<file path="src/rtl/if_fetch_ctrl_pkg.sv">
// -----------------------------------------------------------------------------
// if_fetch_ctrl_pkg
// Shared definitions for the instruction-fetch controller:
//   - default bus widths and discard-counter width
//   - fetch FSM state type and encodings
//   - helper that merges the two flush sources into one flush request
// -----------------------------------------------------------------------------
package if_fetch_ctrl_pkg;

    localparam int ADDR_W_DEF = 32;
    localparam int DATA_W_DEF = 32;
    localparam int CNT_W_DEF  = 2;

    typedef logic [1:0] fetch_state_t;

    localparam fetch_state_t ST_IDLE = 2'd0;
    localparam fetch_state_t ST_REQ  = 2'd1;
    localparam fetch_state_t ST_WAIT = 2'd2;
    localparam fetch_state_t ST_HOLD = 2'd3;

    // Exceptions and branch mispredicts cancel in-flight fetches identically.
    function automatic logic combine_flush(input logic excep_flush,
                                           input logic branch_flush);
        return excep_flush | branch_flush;
    endfunction

endpackage

</file>
<file path="src/rtl/if_fetch_ctrl_discard_cnt.sv">
// -----------------------------------------------------------------------------
// if_discard_cnt
// Saturating up/down counter of bus responses still owed to cancelled
// requests. Simultaneous inc and dec leave the count unchanged.
// Ports:
//   clk, rst_n   clock, synchronous active-low reset
//   inc          a cancelled request now owes a response
//   dec          a response for a cancelled request arrived
//   count        current number of owed responses
//   at_max       count is saturated; new fetches must wait
//   is_zero      no owed responses; next data_ok belongs to the live request
// -----------------------------------------------------------------------------
module if_discard_cnt #(
    parameter int CNT_W = 2
) (
    input  logic             clk,
    input  logic             rst_n,
    input  logic             inc,
    input  logic             dec,
    output logic [CNT_W-1:0] count,
    output logic             at_max,
    output logic             is_zero
);

    localparam logic [CNT_W-1:0] CNT_MAX = {CNT_W{1'b1}};
    localparam logic [CNT_W-1:0] CNT_ONE = {{(CNT_W-1){1'b0}}, 1'b1};

    assign at_max  = (count == CNT_MAX);
    assign is_zero = (count == '0);

    always_ff @(posedge clk) begin
        if (!rst_n) begin
            count <= '0;
        end else if (inc && !dec && !at_max) begin
            count <= count + CNT_ONE;
        end else if (dec && !inc && !is_zero) begin
            count <= count - CNT_ONE;
        end
    end

endmodule

</file>
<file path="src/rtl/if_fetch_ctrl.sv">
// -----------------------------------------------------------------------------
// if_fetch_ctrl
// Instruction-fetch sequencer on an SRAM-like bus (req/addr_ok/data_ok,
// in-order responses). Takes a PC from the PC generator, issues one request,
// holds the returned instruction until the IF/ID register accepts it, and
// drops responses that belong to requests cancelled by a flush.
// Ports:
//   clk, rst_n        clock, synchronous active-low reset
//   pc_valid_i, pc_i  fetch address offered by the PC generator
//   fetch_go_o        pc_i accepted this cycle (combinational pulse)
//   inst_req_o        bus request, inst_addr_o its address
//   inst_addr_ok_i    bus accepted the address
//   inst_data_ok_i    bus returns data on inst_rdata_i
//   excep_flush_i     exception flush
//   branch_flush_i    branch-mispredict flush
//   now_allowin_i     IF/ID register can accept
//   out_valid_o       instruction in out_pc_o/out_inst_o is valid
// -----------------------------------------------------------------------------
module if_fetch_ctrl
    import if_fetch_ctrl_pkg::*;
#(
    parameter int ADDR_W = ADDR_W_DEF,
    parameter int DATA_W = DATA_W_DEF,
    parameter int CNT_W  = CNT_W_DEF
) (
    input  logic              clk,
    input  logic              rst_n,
    input  logic              pc_valid_i,
    input  logic [ADDR_W-1:0] pc_i,
    output logic              fetch_go_o,
    output logic              inst_req_o,
    output logic [ADDR_W-1:0] inst_addr_o,
    input  logic              inst_addr_ok_i,
    input  logic              inst_data_ok_i,
    input  logic [DATA_W-1:0] inst_rdata_i,
    input  logic              excep_flush_i,
    input  logic              branch_flush_i,
    input  logic              now_allowin_i,
    output logic              out_valid_o,
    output logic [ADDR_W-1:0] out_pc_o,
    output logic [DATA_W-1:0] out_inst_o
);

    fetch_state_t      state;
    fetch_state_t      state_nxt;
    logic [ADDR_W-1:0] pc_r;
    logic [DATA_W-1:0] inst_r;
    logic              cancel_flag;

    logic              flush;
    logic              stale_rsp;
    logic              live_rsp;
    logic              cnt_inc;
    logic [CNT_W-1:0]  discard_cnt;
    logic              cnt_at_max;
    logic              cnt_zero;

    assign flush = combine_flush(excep_flush_i, branch_flush_i);

    // A response is stale whenever cancelled requests still owe responses,
    // because the bus answers strictly in order.
    assign stale_rsp = inst_data_ok_i && !cnt_zero;
    assign live_rsp  = inst_data_ok_i && cnt_zero;

    assign fetch_go_o  = (state == ST_IDLE) && pc_valid_i && !flush && !cnt_at_max;
    assign inst_req_o  = (state == ST_REQ);
    assign inst_addr_o = pc_r;
    assign out_valid_o = (state == ST_HOLD);
    assign out_pc_o    = pc_r;
    assign out_inst_o  = inst_r;

    // A request becomes owed-but-unwanted when its address is accepted after
    // (or together with) a flush, or when a flush hits while waiting for data
    // that has not yet arrived this cycle.
    always_comb begin
        cnt_inc = 1'b0;
        case (state)
            ST_REQ:  cnt_inc = inst_addr_ok_i && (cancel_flag || flush);
            ST_WAIT: cnt_inc = flush && !live_rsp;
            default: cnt_inc = 1'b0;
        endcase
    end

    if_discard_cnt #(
        .CNT_W(CNT_W)
    ) u_discard_cnt (
        .clk    (clk),
        .rst_n  (rst_n),
        .inc    (cnt_inc),
        .dec    (stale_rsp),
        .count  (discard_cnt),
        .at_max (cnt_at_max),
        .is_zero(cnt_zero)
    );

    // Next-state logic. The request stays up with a stable address until
    // addr_ok, even if a flush arrives in between; the flush is remembered in
    // cancel_flag instead.
    always_comb begin
        state_nxt = state;
        case (state)
            ST_IDLE: begin
                if (fetch_go_o) begin
                    state_nxt = ST_REQ;
                end
            end
            ST_REQ: begin
                if (inst_addr_ok_i) begin
                    state_nxt = (cancel_flag || flush) ? ST_IDLE : ST_WAIT;
                end
            end
            ST_WAIT: begin
                if (stale_rsp) begin
                    if (flush) begin
                        state_nxt = ST_IDLE;
                    end
                end else if (live_rsp) begin
                    state_nxt = flush ? ST_IDLE : ST_HOLD;
                end else if (flush) begin
                    state_nxt = ST_IDLE;
                end
            end
            ST_HOLD: begin
                if (flush || now_allowin_i) begin
                    state_nxt = ST_IDLE;
                end
            end
            default: state_nxt = ST_IDLE;
        endcase
    end

    // State, captured PC/instruction and the pending-cancel marker.
    always_ff @(posedge clk) begin
        if (!rst_n) begin
            state       <= ST_IDLE;
            pc_r        <= '0;
            inst_r      <= '0;
            cancel_flag <= 1'b0;
        end else begin
            state <= state_nxt;
            if (fetch_go_o) begin
                pc_r <= pc_i;
            end
            if ((state == ST_WAIT) && live_rsp && !flush) begin
                inst_r <= inst_rdata_i;
            end
            if (state == ST_REQ) begin
                if (inst_addr_ok_i) begin
                    cancel_flag <= 1'b0;
                end else if (flush) begin
                    cancel_flag <= 1'b1;
                end
            end
        end
    end

    // Counter value is only needed internally for the zero/max flags.
    logic unused_cnt;
    assign unused_cnt = ^discard_cnt;

endmodule

</file>
<file path="config.mk">
export PLATFORM = sky130hd
export DESIGN_NAME = if_fetch_ctrl
export DESIGN_NICKNAME = d
export VERILOG_FILES = /design/src/rtl/if_fetch_ctrl_pkg.sv /design/src/rtl/if_fetch_ctrl_discard_cnt.sv /design/src/rtl/if_fetch_ctrl.sv
export SDC_FILE = /design/constraint.sdc
export NUM_CORES = 1
export LEC_CHECK = 0
export CAP_MARGIN = 5
export CORE_ASPECT_RATIO = 0.5
export CORE_MARGIN = 5
export CORE_UTILIZATION = 38
export DETAILED_ROUTE_END_ITERATION = 10
export GPL_TIMING_DRIVEN = 1
export PLACE_DENSITY = 0.88
export SETUP_SLACK_MARGIN = 0.02
export SYNTH_ARGS = -nofsm -noshare
export SYNTH_HDL_FRONTEND = slang
export SYNTH_SLANG_ARGS = --single-unit
</file>
<file path="constraint.sdc">
create_clock -name clk -period 2 [get_ports clk]
set_clock_uncertainty 0.1 [all_clocks]
set_input_delay 0.4 -clock clk [delete_from_list [all_inputs] [get_ports clk]]
set_output_delay 0.4 -clock clk [all_outputs]
set_load 0.02 [all_outputs]
</file>
-- Yosys cells after proc, flatten, opt, wreduce, memory -nomap -nowiden
Cells that the tools add are included.
- divide/modulo/power cells: 0
- $add $sub $neg: 2
- reductions and logical operators: 27
- equal/unequal tests: 7
- bitwise operators: 1
- shift operators: 0
- multiplexer cells: 14
- multiply operators: 0
- $lt $le $gt $ge: 0
- operators by type and width (cell ; number):
    $mux W2 ; 10
    $logic_and A1 B1 Y1 ; 13
    $pmux W2 S4 ; 1
    $eq A2 B2 Y1 const B ; 3
    $logic_not A1 Y1 ; 6
    $logic_not A2 Y1 ; 2
    $ne A2 B1 Y1 const B ; 2
    $reduce_bool A2 Y1 ; 2
    $reduce_and A3 Y1 ; 1
    $add A2 B1 Y2 const B ; 1
    $eq A2 B1 Y1 const B ; 1
    $logic_or A1 B1 Y1 ; 2
    $mux W1 ; 2
    $ne A2 B2 Y1 const B ; 1
    $pmux W1 S2 ; 1
    $reduce_and A2 Y1 ; 1
    $sub A2 B1 Y2 const B ; 1
    $or A1 B1 Y1 ; 1
- memories: 0
- logic and storage cells: 56
- input bits: 72
- latch bits: 0
- flip-flop bits (word level): 69
- RAM bits: 0
- output and inout bits: 99
- bits in read-only memories: 0

-- Logic depth before layout (Yosys ltp)
Gate-level depths: netlist of the first run.
- depth in word-level cells: 10
- depth in mapped cells: 7
- gate-level depth less buffers: 6

-- Cells and area by module
Synthesis of the first run repeated with hierarchy kept, for this count alone.
- cell total of the unflattened synthesis: 376
- area total of the unflattened synthesis: 3280.6 um2
- by module, submodules not included (module ; cells an instance ; instances ; area an instance (um2) ; sequential area each (um2)):
    if_fetch_ctrl ; 362 ; 1 ; 3161.8 ; 1341.3
    if_discard_cnt ; 14 ; 1 ; 118.9 ; 40.0

-- Worst setup path before layout of the first run
Ideal clock, no wire load.
- path type: register to register
- start point: register state[0]
- end point: register u_discard_cnt.count[0]
- data required time: 1821 ps
- period minus slack after synthesis: 1742 ps
- stages on the path, launching flop included: 7
- setup slack: 258 ps
- arrival time: 1563 ps
- setup time: 79 ps
- cells stage by stage: dfxtp_1 -> inv_1 -> ha_1 -> nand2_1 -> o32ai_2 -> mux2_2 -> a211oi_2
- longest elaborated chain between the ends: 6
- ends and longest elaborated chain (element ; line ; source):
    start, declared ; if_fetch_ctrl.sv:44 ; fetch_state_t state;
    start signal, assigned ; if_fetch_ctrl.sv:140 ; state <= state_nxt;
    $eq A2 B2 Y1 / $eq A2 B1 Y1 (equally long branches) ; if_fetch_ctrl.sv:77 ; case (state)
    $pmux W1 S2 * ; if_fetch_ctrl.sv:77 ;
    $logic_not A1 Y1 ; if_fetch_ctrl_discard_cnt.sv:36 ; end else if (dec && !inc && !is_zero) begin
    $logic_and A1 B1 Y1 (2 in a row) ; if_fetch_ctrl_discard_cnt.sv:36 ;
    $reduce_bool A2 Y1 (no source line) ; - ;
    end signal, assigned ; if_fetch_ctrl_discard_cnt.sv:35 ; count <= count + CNT_ONE;
    end signal, assigned ; if_fetch_ctrl_discard_cnt.sv:37 ; count <= count - CNT_ONE;
    end, declared ; if_fetch_ctrl_discard_cnt.sv:20 ; output logic [CNT_W-1:0] count,
Mark *: on every way between the ends. The rest lies on a longest branch, timed or not.
A chain may end at the register's enable or synchronous reset.

-- Worst setup path after layout of the first run
- start point: register state[1]
- end point: output port inst_req_o
- longest elaborated chain between the ends: 1
- ends and longest elaborated chain (element ; line ; source):
    $eq A2 B1 Y1 ; if_fetch_ctrl.sv:66 ; assign inst_req_o = (state == ST_REQ);
    end, declared ; if_fetch_ctrl.sv:31 ; output logic inst_req_o,
Every way passes these cells.

==> flow_summary.json, run 1 <==
{
  "synthesis.area_per_instance_um2": 8.33,
  "synthTopCellsByArea": "dfxtp_1, nand2_1, a21boi_1, buf_4, a21boi_0",
  "final_util_pct": 62.8,
  "root_buffer": "clkbuf_16",
  "clk_pin_slew_worst_paths_ns": 0.05,
  "fin_crit_ns": 1.86,
  "slowest_delay_ns": 0.32,
  "gp_congestion": 0.761,
  "powerDensity_nw_per_um2": 678,
  "synth_ff_type": "dfxtp_1",
  "cp_max_fo": 2,
  "design.die.area_um2": 10000,
  "antenna_found_initial": 0,
  "drtAntennaViolNets": 0,
  "antenna_cells": 0,
  "routed_via_density": 4.61,
  "synth_fp_nets": 442,
  "synth_warnings": 0,
  "first_pass_iters": 4,
  "synthCells": 365,
  "wl_um": 9170,
  "die_w_um": 137,
  "hold_violations": 0,
  "required_ns": 1.50,
  "final_common_cell": "clkdlybuf4s50_1",
  "gr-total-overflow": 0,
  "num_io_pins": 171,
  "drtIter0Drc": 172,
  "fillers": 662,
  "clock_latency_ns": 0.33,
  "wl_per_cell_um": 14.6,
  "synthDistinctLibCells": 33,
  "synth_edf_count": 0,
  "worstHoldPathCells": 3,
  "initial_utilization_pct": 38.6,
  "period_share_pct": 93.1,
  "drcViolationCount": 0,
  "vdd_ir_drop_max_mv": 0.426,
  "fin_cells": 630,
  "fin_nets": 594,
  "rsz0062_at_grt": "no",
  "cts-buffers-inserted": 9,
  "slew_headroom_pct": 69.9,
  "grt_util_all_layers_pct": 18.5,
  "core_area_um2": 7890,
  "ctsLongestPathBuffers": 2,
  "r2r_slack_ns": 0.20,
  "grt_pass1_wl_um": 14300,
  "ys_async_sr_fraction_pct": 0,
  "ys_seq_elements": 69,
  "grt_pass1_vias": 2947,
  "synth-seq-area-share_pct": 45.4,
  "num_vias": 2903,
  "hpwl_um": 6940,
  "fin_ws_ns": 0.139,
  "crit_type": "reg2out",
  "area_delta_synth_final_pct": 62.8,
  "slew_violations": 0,
  "startpoint": "state[1]",
  "numPortBuffers": 170,
  "power.total_w": 0.00336,
  "num_rows": 23,
  "cts_tree": "done",
  "final_cell_mix": "clkdlybuf4s50_1, nand2_1, dfxtp_1",
  "synth_area_um2": 3040,
  "critical_path.endpoint_type": "output port",
  "path_cells": "inv_1, buf_4, ha_1, dlygate4sd2_1",
  "grt_max_degree": 37,
  "tns_ns": 0,
  "setup_violations": 0,
  "cap_violations": 0,
  "synth_top_area_cell": "dfxtp_1",
  "htreeDepth": 3,
  "p_leak_nw": 1.78,
  "die_y_um": 73.3,
  "yosys.area.top_type_share_pct": 45.4,
  "drive_gt1_share_pct": 8.11,
  "max_freq_mhz": 537,
  "cpMaxStageDelayCell": "dfxtp_1",
  "dp.cells": 617,
  "worstPathArrival_ns": 1.36,
  "rr_worst_depth": 9,
  "cts_sinks": 69,
  "place_ws_ns": -0.435,
  "start_kind": "register",
  "min_from": "rst_n",
  "status": "completed",
  "rr_startpoint": "state[1]",
  "hp-class": "in2reg",
  "tightest_slew_ns": 0.449
}
timing repair:
action,CTS,global route
cloned,0,0
pin swaps,1,0
setup buffers,0,1
endpoints found under the setup margin,3,1
hold buffers,0,0
gates resized for setup,6,3
routing by layer:
| metal | track usage (%) | wire length [um] |
|---|---|---|
| met5 | 0 | 0 |
| met1 | 18.2 | 3320 |
| met4 | 9.39 | 371 |
| met3 | 4.31 | 398 |
| met2 | 36.4 | 5080 |
final timing paths:
check                    to
max              inst_req_o
min             cancel_flag
max reg2reg        state[1]
min reg2reg  out_inst_o[19]
registers in the layout, indices dropped and copies added, names as in the netlist:
signal,count
cancel_flag,1
inst_addr_o,32
out_inst_o,32
state,2
u_discard_cnt.count,2
cells by family after synthesis:
group           Yosys count  share of synthesized area (%)
simple gates            148                           19.7
compound gates           80                           20.0
fa+ha+maj                 5                           2.06
mux                       2                          0.699
buf+inv                  61                           12.1
flops                    69                           45.4
report_power, final:
part           internal (W)  switching [W]  total (W)
logic              0.000324       0.000264   0.000587
registers           0.00142      0.0000280    0.00144
clock network      0.000810       0.000514    0.00132
Yosys cell counts (2+ instances only):
cell / number
buf_2: 7
buf_4: 35
a21boi_0: 31
nor3_1: 2
clkbuf_1: 10
inv_1: 8
nor2_1: 3
a211oi_1: 2
o21ai_0: 4
ha_1: 5
nand2_1: 134
a21boi_1: 35
dfxtp_1: 69
stage by stage:
step / cell area, um^2 / hold WS, ns
3_5_place_dp: 4710 / 0.344
2_1_floorplan: 3040 / 0.363
5_1_grt: 4950 / 0.334
4_1_cts: 4940 / 0.309
3_3_place_gp: 4710 / 0.339
6_report: 4950 / 0.318
area by class of cell:
type / count / area (um^2) / share of cell area (%)
Clock buffer: 12 / 236 / 4.78
Tap cell: 112 / 140 / 2.83
Timing Repair Buffer: 193 / 1870 / 37.7
Multi-Input combinational cell: 235 / 1290 / 26.1
Sequential cell: 69 / 1380 / 27.9
Inverter: 9 / 33.8 / 0.682
critical path, delay by kind of cell, from the launching register on:
family	cells	cell delay [ns]
buffers and inverters	3	0.52
DFF	1	0.32
adders and majority gates	1	0.18
No activity file was read; power rests on OpenSTA's default activity.
==> run 2, diff against run 1 <==
Clock period 2 ns to 2.1 ns, I/O delays scaled along.
==> run 2 against run 1 <==
  * Sequential power is 4% lower
  * Non-clock buffer count is 5 lower
  * Die area stayed put
  * Global-route usage is 0.69 points lower
  * Worst setup slack worse by 0.037 ns
  * Sequential share of layout area hardly changed
  * Routed wire length is 1.9% lower
  * Critical endpoint is now fetch_go_o
  * Largest cell class unchanged
  * Highest routed layer unchanged
==> flow_summary.json, run 2 (synthesized netlist as in run 1, its figures left out) <==
{
  "area_delta_synth_final_pct": 62.9,
  "fin_crit_ns": 2.00,
  "slew_headroom_pct": 68.0,
  "htreeDepth": 3,
  "tightest_slew_ns": 0.480,
  "numPortBuffers": 170,
  "vdd_ir_drop_max_mv": 0.426,
  "required_ns": 1.58,
  "die_y_um": 73.3,
  "routed_via_density": 4.64,
  "max_freq_mhz": 500,
  "wl_per_cell_um": 14.4,
  "first_pass_iters": 4,
  "period_share_pct": 95.2,
  "grt_pass1_wl_um": 13900,
  "powerDensity_nw_per_um2": 660,
  "slew_violations": 0,
  "hp-class": "reg2reg",
  "drive_gt1_share_pct": 7.96,
  "r2r_slack_ns": 0.32,
  "p_leak_nw": 1.77,
  "design.die.area_um2": 10000,
  "initial_utilization_pct": 38.6,
  "fillers": 669,
  "path_depth": 5,
  "cp_max_fo": 2,
  "placed_area_um2": 4690,
  "worstPathArrival_ns": 1.48,
  "num_vias": 2911,
  "gp_congestion": 0.774,
  "setup_violations": 0,
  "postCtsSetupRepairBufs": 0,
  "final_cell_area_um2": 4950,
  "antenna_found_initial": 0,
  "crit_type": "in2out",
  "slowest_delay_ns": 0.46,
  "startpoint": "excep_flush_i",
  "core_area_um2": 7890,
  "final_common_cell": "clkdlybuf4s50_1",
  "cp-endpoint": "fetch_go_o",
  "path_cells": "clkdlybuf4s50_1, nor2_4, nand4_1, inv_2, clkbuf_4",
  "start_kind": "primary input",
  "cts-buffers-inserted": 9,
  "cts_sinks": 69,
  "drtIter0Drc": 143,
  "final_cell_mix": "clkdlybuf4s50_1, nand2_1, dfxtp_1",
  "gr-total-overflow": 0,
  "cpLargestDelayFamily": "buffers and inverters",
  "rr_worst_depth": 6,
  "grt_max_degree": 36,
  "fin_nets": 589,
  "clock_latency_ns": 0.33,
  "ctsLongestPathBuffers": 2,
  "die_w_um": 137,
  "grt_pass1_vias": 2828,
  "num_io_pins": 171,
  "root_buffer": "clkbuf_16",
  "reg2reg_to": "u_discard_cnt.count[0]",
  "hpwl_um": 6670,
  "cap_violations": 0,
  "crit_buf_inv": 3,
  "regArea_um2": 1380,
  "wl_um": 9000,
  "grt_util_all_layers_pct": 17.8,
  "antenna_cells": 0,
  "hold_violations": 0,
  "cts_tree": "done",
  "rsz0062_at_grt": "no",
  "drcViolationCount": 0,
  "clk_pin_slew_worst_paths_ns": 0.05,
  "num_rows": 23,
  "multi_input_area_um2": 1290,
  "drtAntennaViolNets": 0,
  "cpMaxStageDelayCell": "clkdlybuf4s50_1",
  "critical_path.endpoint_type": "output port",
  "status": "completed",
  "rr_startpoint": "state[0]",
  "final_util_pct": 62.8
}
==> run 2: changes by cell type in the layout (fill, tap and decap cells not counted), sizes merged <==
cell	delta
clkdlybuf4s50	+1
clkinv	+2
dlymetal6s2s	-1
buf	-6
clkbuf	+1
==> run 2: worst min path at each step <==
stage                      to  slack (ns)  depth (start not counted)      startpoint
2_1_floorplan        state[0]        0.36                          2        state[0]
3_3_place_gp    out_inst_o[5]        0.34                          2   out_inst_o[5]
3_5_place_dp   out_inst_o[30]        0.34                          2  out_inst_o[30]
4_1_cts        out_inst_o[17]        0.35                          2  out_inst_o[17]
5_1_grt        out_inst_o[30]        0.37                          2  out_inst_o[30]
6_report       out_inst_o[17]        0.35                          2  out_inst_o[17]
==> run 2: repair_timing <==
action                     in CTS  in global routing
resized for setup               6                  2
pin swaps                       1                  0
setup endpoints to repair       3                  1
cloned                          0                  0
hold buffers                    0                  0
==> run 2: power breakdown <==
part	switching [W]	total, W	internal [W]
logic	0.000245	0.000543	0.000298
registers	0.0000273	0.00138	0.00135
clock network	0.000506	0.00135	0.000845
total	0.000778	0.00327	0.00249
==> run 2: layout make-up <==
| cell class | instances | share of cell area [%] |
|---|---|---|
| Timing Repair Buffer | 188 | 37.2 |
| Sequential cell | 69 | 27.9 |
| Multi-Input combinational cell | 235 | 26.1 |
| Clock buffer | 12 | 5.18 |
| Tap cell | 112 | 2.83 |
| Inverter | 9 | 0.682 |
| Clock inverter | 2 | 0.202 |
==> run 2: layer usage <==
layer | vias up | global-route usage [%] | wire (um)
li1 | 1444 | - | -
met1 | 1386 | 18.0 | 3290
met2 | 63 | 35.6 | 5170
met3 | 18 | 3.76 | 327
met4 | 0 | 7.26 | 210
met5 | - | 0 | 0
==> run 2: metrics by stage <==
| step | hold WS, ns | setup TNS, ns | power (W) | cells | setup WS (ns) |
|---|---|---|---|---|---|
| final | 0.349 | 0 | 0.00327 | 627 | 0.101 |
| after global routing | 0.372 | 0 | 0.00341 | 627 | 0.0373 |
| after CTS | 0.353 | 0 | 0.00330 | 627 | 0.0932 |
| after detailed placement | 0.344 | -0.609 | 0.00195 | 613 | -0.382 |
| after global placement | 0.339 | -0.448 | 0.00193 | 613 | -0.373 |
| after floorplan | 0.363 | 0 | 0.00167 | 365 | 0.358 |
==> run 2: worst reg2reg max path, stage by stage, from the launching register on <==
cell      delay (ns)
dfxtp_1         0.33
inv_1           0.08
ha_1            0.31
nand2_1         0.06
o32ai_2         0.28
mux2_2          0.39
a211oi_2        0.15
==> run 3, diff against run 2 <==
Settings changed: CTS_CLUSTER_DIAMETER set to 80.
==> results of run 3 <==
Same layout as run 2: the final DEF is identical, and so are final timing and power.
